<file path="src/rtl/hsynth_rate_switch_seq.sv">
// -----------------------------------------------------------------------------
// hsynth_rate_switch_seq
//
// Glitch-safe audio sample-rate change sequencer. A rate-change request mutes
// the DAC path, holds it muted while the audio pipeline drains, programs the
// clock-control block (cmd_reg1 at 0x00, cmd_reg2 at 0x04) over an APB master
// port, waits for the regenerated LRCLK to settle and then unmutes.
//
// Optional build macro:
//   READBACK_VERIFY_EN - after the two writes, read both registers back and
//                        flag err on any mismatch (sequence still completes).
//                        Undefined: writes only; pwrite=1 whenever psel=1.
//
// Ports:
//   clk, reset            clock, synchronous active-high reset
//   req_valid/req_ready   rate-change request handshake
//   req_rate[2:0]         0=48k 1=96k 2=44.1k 3=88.2k, 4-7 invalid
//   req_master            1 = codec is clock master, 0 = slave
//   done                  one-cycle pulse at the end of a sequence
//   err                   sticky error, cleared by the next accepted request
//   busy                  high from accept until done
//   mute                  DAC path mute (muted out of reset)
//   lrclk_in              playback LRCLK, asynchronous to clk
//   paddr/psel/penable/pwrite/pwdata/prdata/pready   APB master port
// -----------------------------------------------------------------------------
module hsynth_rate_switch_seq #(
   parameter int unsigned MUTE_CYCLES    = 256,
   parameter int unsigned SETTLE_EDGES   = 4,
   parameter int unsigned TIMEOUT_CYCLES = 65535
) (
   input  logic        clk,
   input  logic        reset,
   input  logic        req_valid,
   output logic        req_ready,
   input  logic [2:0]  req_rate,
   input  logic        req_master,
   output logic        done,
   output logic        err,
   output logic        busy,
   output logic        mute,
   input  logic        lrclk_in,
   output logic [4:0]  paddr,
   output logic        psel,
   output logic        penable,
   output logic        pwrite,
   output logic [31:0] pwdata,
   input  logic [31:0] prdata,
   input  logic        pready
);

   // Counter widths: mute and timeout counters run 0..N-1, edge counter 0..N.
   localparam int MW = (MUTE_CYCLES > 1)    ? $clog2(MUTE_CYCLES)    : 1;
   localparam int TW = (TIMEOUT_CYCLES > 1) ? $clog2(TIMEOUT_CYCLES) : 1;
   localparam int EW = $clog2(SETTLE_EDGES + 1);

   typedef enum logic [2:0] {
      S_IDLE,
      S_MUTE,
      S_WR1,
      S_WR2,
`ifdef READBACK_VERIFY_EN
      S_RD1,
      S_RD2,
`endif
      S_SETTLE,
      S_UNMUTE
   } state_t;

   state_t         state;
   state_t         state_nxt;
   logic [1:0]     rate_q;
   logic           master_q;
   logic [MW-1:0]  mute_cnt;
   logic [EW-1:0]  edge_cnt;
   logic [TW-1:0]  to_cnt;
   logic           apb_acc;
   logic           lr_s1;
   logic           lr_s2;
   logic           lr_s3;
   logic           accept;
   logic           lr_rise;
   logic           settle_ok;
   logic           timeout;
   logic           xfer_done;

   // cmd_reg1 = {mclk_div, bclk_div, 14'b0, clk_sel, master}
   function automatic logic [31:0] cmd1_of(input logic [1:0] rate, input logic master);
      logic [31:0] v;
      case (rate)
         2'd0:    v = 32'h0003_0000;
         2'd1:    v = 32'h0001_0000;
         2'd2:    v = 32'h0005_0002;
         default: v = 32'h0002_0002;
      endcase
      return v | {31'b0, master};
   endfunction

   // cmd_reg2 = {16'b0, lr1_div, lr2_div}
   function automatic logic [31:0] cmd2_of(input logic [1:0] rate);
      logic [31:0] v;
      case (rate)
         2'd0:    v = 32'h0000_0F0F;
         2'd1:    v = 32'h0000_0707;
         2'd2:    v = 32'h0000_1717;
         default: v = 32'h0000_0B0B;
      endcase
      return v;
   endfunction

   function automatic logic is_write(input state_t s);
      return (s == S_WR1) || (s == S_WR2);
   endfunction

`ifdef READBACK_VERIFY_EN
   function automatic logic is_bus(input state_t s);
      return (s == S_WR1) || (s == S_WR2) || (s == S_RD1) || (s == S_RD2);
   endfunction

   function automatic logic [4:0] addr_of(input state_t s);
      return ((s == S_WR2) || (s == S_RD2)) ? 5'h04 : 5'h00;
   endfunction
`else
   function automatic logic is_bus(input state_t s);
      return (s == S_WR1) || (s == S_WR2);
   endfunction

   function automatic logic [4:0] addr_of(input state_t s);
      return (s == S_WR2) ? 5'h04 : 5'h00;
   endfunction

   // Read data is only consulted when readback verification is built in.
   logic unused_prdata;
   assign unused_prdata = ^prdata;
`endif

   assign accept    = req_valid & req_ready;
   assign lr_rise   = lr_s2 & ~lr_s3;
   assign settle_ok = (edge_cnt == EW'(SETTLE_EDGES));
   assign timeout   = (to_cnt == TW'(TIMEOUT_CYCLES - 1));
   // apb_acc marks the access phase; the transfer ends when pready is sampled there.
   assign xfer_done = is_bus(state) & apb_acc & pready;

   // LRCLK synchroniser (s1, s2) plus one delay stage for rising-edge detect.
   always_ff @(posedge clk) begin
      if (reset) begin
         lr_s1 <= 1'b0;
         lr_s2 <= 1'b0;
         lr_s3 <= 1'b0;
      end else begin
         lr_s1 <= lrclk_in;
         lr_s2 <= lr_s1;
         lr_s3 <= lr_s2;
      end
   end

   always_ff @(posedge clk) begin
      if (reset) state <= S_IDLE;
      else       state <= state_nxt;
   end

   always_comb begin
      state_nxt = state;
      case (state)
         S_IDLE:   if (accept && !req_rate[2]) state_nxt = S_MUTE;
         S_MUTE:   if (mute_cnt == MW'(MUTE_CYCLES - 1)) state_nxt = S_WR1;
         S_WR1:    if (xfer_done) state_nxt = S_WR2;
`ifdef READBACK_VERIFY_EN
         S_WR2:    if (xfer_done) state_nxt = S_RD1;
         S_RD1:    if (xfer_done) state_nxt = S_RD2;
         S_RD2:    if (xfer_done) state_nxt = S_SETTLE;
`else
         S_WR2:    if (xfer_done) state_nxt = S_SETTLE;
`endif
         // A settled LRCLK wins over a timeout landing in the same cycle.
         S_SETTLE: if (settle_ok || timeout) state_nxt = S_UNMUTE;
         S_UNMUTE: state_nxt = S_IDLE;
         default:  state_nxt = S_IDLE;
      endcase
   end

   always_ff @(posedge clk) begin
      if (reset) begin
         req_ready <= 1'b1;
         busy      <= 1'b0;
         done      <= 1'b0;
         err       <= 1'b0;
         mute      <= 1'b1;
         psel      <= 1'b0;
         penable   <= 1'b0;
         pwrite    <= 1'b0;
         paddr     <= '0;
         pwdata    <= '0;
         apb_acc   <= 1'b0;
         rate_q    <= '0;
         master_q  <= 1'b0;
         mute_cnt  <= '0;
         edge_cnt  <= '0;
         to_cnt    <= '0;
      end else begin
         done <= 1'b0;

         if (accept) begin
            rate_q   <= req_rate[1:0];
            master_q <= req_master;
            err      <= req_rate[2];
            if (req_rate[2]) begin
               // Invalid rate: report and stay idle; mute and bus untouched.
               done <= 1'b1;
            end else begin
               busy      <= 1'b1;
               req_ready <= 1'b0;
               mute      <= 1'b1;
            end
         end

         if (state == S_MUTE) mute_cnt <= mute_cnt + MW'(1);
         else                 mute_cnt <= '0;

         // Both SETTLE counters restart from zero on every SETTLE entry.
         if (state == S_SETTLE) begin
            to_cnt <= to_cnt + TW'(1);
            if (lr_rise && !settle_ok) edge_cnt <= edge_cnt + EW'(1);
         end else begin
            to_cnt   <= '0;
            edge_cnt <= '0;
         end

         // Entering a bus state always starts with a setup cycle, so WR1->WR2
         // goes straight from the completing access into the next setup.
         if (is_bus(state_nxt) && (state_nxt != state)) begin
            psel    <= 1'b1;
            penable <= 1'b0;
            apb_acc <= 1'b0;
            pwrite  <= is_write(state_nxt);
            paddr   <= addr_of(state_nxt);
            if (is_write(state_nxt))
               pwdata <= (state_nxt == S_WR1) ? cmd1_of(rate_q, master_q) : cmd2_of(rate_q);
         end else if (is_bus(state) && !apb_acc) begin
            penable <= 1'b1;
            apb_acc <= 1'b1;
         end else if (xfer_done) begin
            psel    <= 1'b0;
            penable <= 1'b0;
            apb_acc <= 1'b0;
         end

`ifdef READBACK_VERIFY_EN
         if (xfer_done && (state == S_RD1) && (prdata != cmd1_of(rate_q, master_q))) err <= 1'b1;
         if (xfer_done && (state == S_RD2) && (prdata != cmd2_of(rate_q)))           err <= 1'b1;
`endif

         if ((state == S_SETTLE) && (state_nxt == S_UNMUTE)) begin
            mute <= 1'b0;
            done <= 1'b1;
            if (!settle_ok) err <= 1'b1;
         end

         if (state == S_UNMUTE) begin
            busy      <= 1'b0;
            req_ready <= 1'b1;
         end
      end
   end

endmodule

</file>
<file path="config.mk">
export PLATFORM = sky130hd
export DESIGN_NAME = hsynth_rate_switch_seq
export DESIGN_NICKNAME = d
export VERILOG_FILES = /design/src/rtl/hsynth_rate_switch_seq.sv
export SDC_FILE = /design/constraint.sdc
export NUM_CORES = 1
export LEC_CHECK = 0
export BUFFER_PORTS_ARGS = -buffer_cell sky130_fd_sc_hd__buf_2
export CORE_UTILIZATION = 53
export DETAILED_ROUTE_END_ITERATION = 7
export PLACE_DENSITY = 0.89
export SETUP_SLACK_MARGIN = 0.1
export SLEW_MARGIN = 20
export SYNTH_ARGS = -nofsm -noshare
export SYNTH_HDL_FRONTEND = slang
export SYNTH_SLANG_ARGS = --single-unit
</file>
<file path="constraint.sdc">
create_clock -name clk -period 4.3 [get_ports clk]
set_clock_uncertainty 0.1 [all_clocks]
set_input_delay 0.86 -clock clk [delete_from_list [all_inputs] [get_ports clk]]
set_output_delay 0.86 -clock clk [all_outputs]
set_load 0.01 [all_outputs]
</file>
Word level (Yosys, flattened, before mapping)
Index checks and enable logic that the tools add are counted.
{ "op_classes": {"addsub": 3, "multipliers": 0, "div_mod_pow": 0, "order_cmp": 0, "eq_ne": 16, "n_shift": 0, "muxes": 26, "bitwise": 9, "n_reduce_logical": 24} }
{ "ops": {"columns": ["op", "count"], "rows": [
  ["32-bit two-way mux", 4],
  ["19-bit case mux with 3 select lines", 1],
  ["13-bit case mux with 3 select lines", 1],
  ["32-bit by 1-bit OR with 32-bit output", 1],
  ["3-bit two-way mux", 6],
  ["16-bit by 1-bit adder with 16-bit output (second input constant)", 1],
  ["16-bit equality test (second input constant)", 1],
  ["3-bit case mux with 5 select lines", 1],
  ["1-bit two-way mux", 13],
  ["3-bit by 2-bit equality test with 1-bit output (second input constant)", 4],
  ["3-bit equality test (second input constant)", 4],
  ["8-bit by 1-bit adder with 8-bit output (second input constant)", 1],
  ["8-bit equality test (second input constant)", 1],
  ["2-bit AND reduction", 4],
  ["2-bit OR reduction", 4],
  ["2-bit nonzero test", 3],
  ["1-bit logical AND", 5],
  ["1-bit bitwise AND", 4],
  ["1-bit inverter", 4],
  ["3-bit by 1-bit adder with 3-bit output (second input constant)", 1],
  ["3-bit by 1-bit equality test with 1-bit output (second input constant)", 1],
  ["1-bit zero test", 3],
  ["3-bit zero test", 1],
  ["1-bit logical OR", 3],
  ["6 further kinds", 6]
]} }
{ "totals": {"regBits": 81, "latch_bits": 0, "mem_bits_rw": 0, "romBits": 0, "input_bits": 41, "elab_cells": 97, "memories": 0} }

Longest topological paths before layout
{ "logic_depth": {"word_depth": 13, "depth_mapped": 6, "mapped_depth_nobuf": 6} }

Worst setup path before layout
No wires, ideal clock.
{ "synth_path": {"path_type": "input-to-reg", "from": "in reset", "to": "reg to_cnt[13]", "setup_time_ps": 59, "t_arrival_ps": 1713, "required_time_ps": 4141, "path_slack_ps": 2428, "path_stages": 5, "path_buffers": 1, "cell_sequence": "inv_1 > nand3_1 > buf_2 > or4_1 > nand2_1"} }
{ "synth_via": {"elab_chain_len": 1} }
{ "synth_lines": {"columns": ["item", "line", "source"], "rows": [
  ["start, declared", "32", "input logic reset,"],
  ["2-bit OR reduction (no source line)", null, null],
  ["end signal, assigned", "221", "to_cnt <= to_cnt + TW'(1);"],
  ["end, declared", "75", "logic [TW-1:0] to_cnt;"]
]} }
No other way between the ends.
A chain may end at the register's enable or synchronous reset.

Worst setup path in the final report
{ "layout_path": {"from": "in reset", "to": "reg to_cnt[10]"} }
Same word-level chain as after synthesis.

==> impl_metrics.csv <==
group,metric,value,unit
yosys,syn_inst,266,
yosys,synth_compound_area_frac,0.0955,
sta,final_hold_viol_count,0,
floorplanning,die_y,69.6,um
sta,worst_pin_slew,0.683,ns
yosys,synth-simple-area-share,0.245,
yosys,synthMuxAreaShare,0.00826,
grt,grt_max_degree,23,
clocking,root_buffer,"clkbuf_8",
floorplanning,initial_core_util,0.553,
clocking,clkTransAtPathRegs,0.09,ns
yosys,syn_avg_cell_area,9.12,sq um
power,p_sw_frac,0.208,
critical_path,crit_buf_inv,2,
grt,grt_pass1_vias,1686,
yosys,synth_top_family_by_area,"simple AND/OR/NAND/NOR gates",
power,p_clk_frac,0.380,
critical_path,worstPathRequired,4.45,ns
critical_path,timing.rr.start,"state[0]",
power,p_int,0.705,mW
critical_path,cp_slowest_cell,"or4_1",
hold_path,min-delay-start,"lr_s1",
sta,tns,0,ns
grt,antenna_found_initial,0,
yosys,synth_ff_type,"dfxtp_1",
critical_path,crit_arrival,2.50,ns
floorplanning,die_x,69.6,um
hold_path,hold_path_class,"reg2reg",
critical_path,crit_path_end_kind,"register",
route,ant_nets,0,
floorplanning,io_pins,86,
sta,post-route-min-period,2.35,ns
critical_path,critical_path.max_stage_delay,0.68,ns
power,seqPwrFrac,0.574,
critical_path,start_kind,"input pin",
route,vias_per_cell,5.25,
grt,grt_usage,0.181,
clocking,postCtsHoldBufs,0,
critical_path,cp-startpoint,"reset",
yosys,synth-xor-area-share,0.0542,
clocking,cts_sinks,54,
route,drc,0,
critical_path,crit_chain,"buf_2, inv_1, nand3_1, or4_1, nand2_1",
run_status,status,"finished clean",
place,port_buffers,30,
power,power_frac_comb,0.045,
cells_and_area,diodes,0,
grt,grt_overflow,0,
power,leakage,1.07,nW
yosys,ys_types,42,
place,dpl.hpwl,2.92,mm
yosys,synth.cell_area,2420,sq um
floorplanning,core_area,4380,sq um
yosys,synthArstFlopShare,0,
cells_and_area,nets,337,
sta,rsz0062_at_grt,"false",
cells_and_area,post-route-util,0.591,
critical_path,path_class,"in2reg",
route,vias,1791,
power,switching_power,0.186,mW
sta,min_period_over_period,0.547,
place,dp_slack,1.59,ns
sta,fmax,425,MHz
route,initialDrtViolationCount,105,
yosys,synth_edf_count,0,
critical_path,crit_path_max_fanout,22,
yosys,yosysWarnings,0,
route,routed_wl,4.01,mm
route,wl_per_cell,11.8,um
route,first_pass_iters,4,
sta,relSlewSlack,0.543,
power,ir_worst_vdd,274,uV
clocking,cts_tree,"yes",
clocking,cts.htree.levels,2,
floorplanning,dieArea,4850,sq um
clocking,clock_path_buffers,2,
clocking,numCtsBuffers,5,
sta,setup_viol,0,
clocking,post_cts_resized,0,
yosys,synth_seq_area_share,0.446,
critical_path,cp_top_family,"simple AND/OR/NAND/NOR gates",
sta,finalWorstSetupSlack,1.95,ns
flow_run,drv_cap,0,
place,gp_congestion,0.802,
yosys,synthAdderAreaFrac,0.0361,
cells_and_area,final_layout_size_suffix_gt1_frac,0.149,
sta,slew_viol_final,0,
grt,grt_pass1_wl,7.16,mm
power,power_density,344,nW/um^2
clocking,insertion_delay,0.30,ns
clocking,postCtsSetupBuffers,0,
cells_and_area,syn_to_final_growth,6.81,%
yosys,synth_seq_cells,54,
floorplanning,num_rows,24,
-- cells in the mapped netlist (all sizes together) (4+ instances only) --
cell type,number,share of area
dfxtp,54,0.45
and4,4,0.014
xor2,12,0.043
a22o,6,0.022
nor2b,5,0.013
nor3,10,0.023
nor2,31,0.049
inv,8,0.012
a21oi,10,0.021
o21ai,4,0.0083
nand4,4,0.017
ha,7,0.036
nand2,18,0.028
or4,4,0.012
buf,33,0.096
nand3,17,0.035
-- logic make-up after synthesis --
logic type	Yosys count
AND/OR/NAND/NOR	109
flip-flops	54
buffers and inverters	44
AO/OA/AOI/OAI	34
XOR/XNOR	15
adder cells (fa/ha/maj)	7
multiplexers	2
other	1
-- stage by stage --
step | total power, mW | area, sq um | hold slack (ns) | instances
after floorplan | 0.567 | 2510 | 0.314 | 288
after global placement | 0.562 | 2480 | 0.319 | 334
after detailed placement | 0.564 | 2480 | 0.334 | 334
after CTS | 0.902 | 2590 | 0.358 | 341
after global routing | 0.924 | 2590 | 0.374 | 341
final | 0.891 | 2590 | 0.355 | 341
-- power by group through the flow --
stage	clock, mW	combinational [mW]	sequential, mW
final	0.339	0.0404	0.512
after global routing	0.365	0.0458	0.513
after CTS	0.350	0.0402	0.512
after detailed placement	0	0.0401	0.523
after global placement	0	0.0393	0.523
after floorplan	0	0.0452	0.522
-- path summary, 6_finish.rpt --
| path | end | slack [ns] | cells past startpoint |
|---|---|---|---|
| worst max-delay path | to_cnt[10] | 1.95 | 5 |
| worst min-delay path | lr_s2 | 0.36 | 1 |
| worst max register to register | to_cnt[10] | 2.25 | 4 |
| worst min register to register | lr_s2 | 0.36 | 1 |
-- state kept, by name, summed over array words and instances, names as in the netlist, 2 cells and up --
| register | count |
|---|---|
| to_cnt | 16 |
| edge_cnt | 3 |
| state | 3 |
| pwdata | 9 |
| rate_q | 2 |
| mute_cnt | 8 |
-- cells in the final DEF, fill, tap and decap left out, drive strengths merged --
cell     n
xnor2    3
nand2   18
and3     3
dfxtp   54
nor2b    5
a211oi   2
mux2i    2
nor3    10
and2     2
bufinv   1
o31ai    2
nand4    4
nor4     3
o21ai    4
a22oi    2
nand3   17
o21a     1
and4     4
buf     30
or4      4
conb    23
nor2    31
a41o     1
o22ai    1
nand4b   3
xor2    12
nand2b   1
or3      3
ha       7
clkbuf   6
a22o     6
o311ai   1
inv      8
o211ai   3
nand3b   1
a31o     1
a21oi   10
-- worst reg2reg max path, delay by kind of cell, from the launching register on --
kind | cells | cell delay, ns
AND/OR/NAND/NOR | 4 | 1.46
flip-flops | 1 | 0.42
-- layout make-up --
type	count	area (sq um)
multi-input cells	190	1150
well taps	52	65.1
inverters	8	30.0
clock buffers	6	82.6
repair buffers	30	150
flip-flops and latches	54	1080
clock inverters	1	30.0
fillers	384	1790
-- routing by layer --
layer / vias up / share of wire / global-route usage
li1: 912 / - / -
met1: 836 / 0.44 / 0.208
met2: 39 / 0.51 / 0.320
met3: 4 / 0.042 / 0.0538
met4: 0 / 0.0077 / 0.0578
met5: - / 0 / 0
No activity file was read; power rests on OpenSTA's default activity.
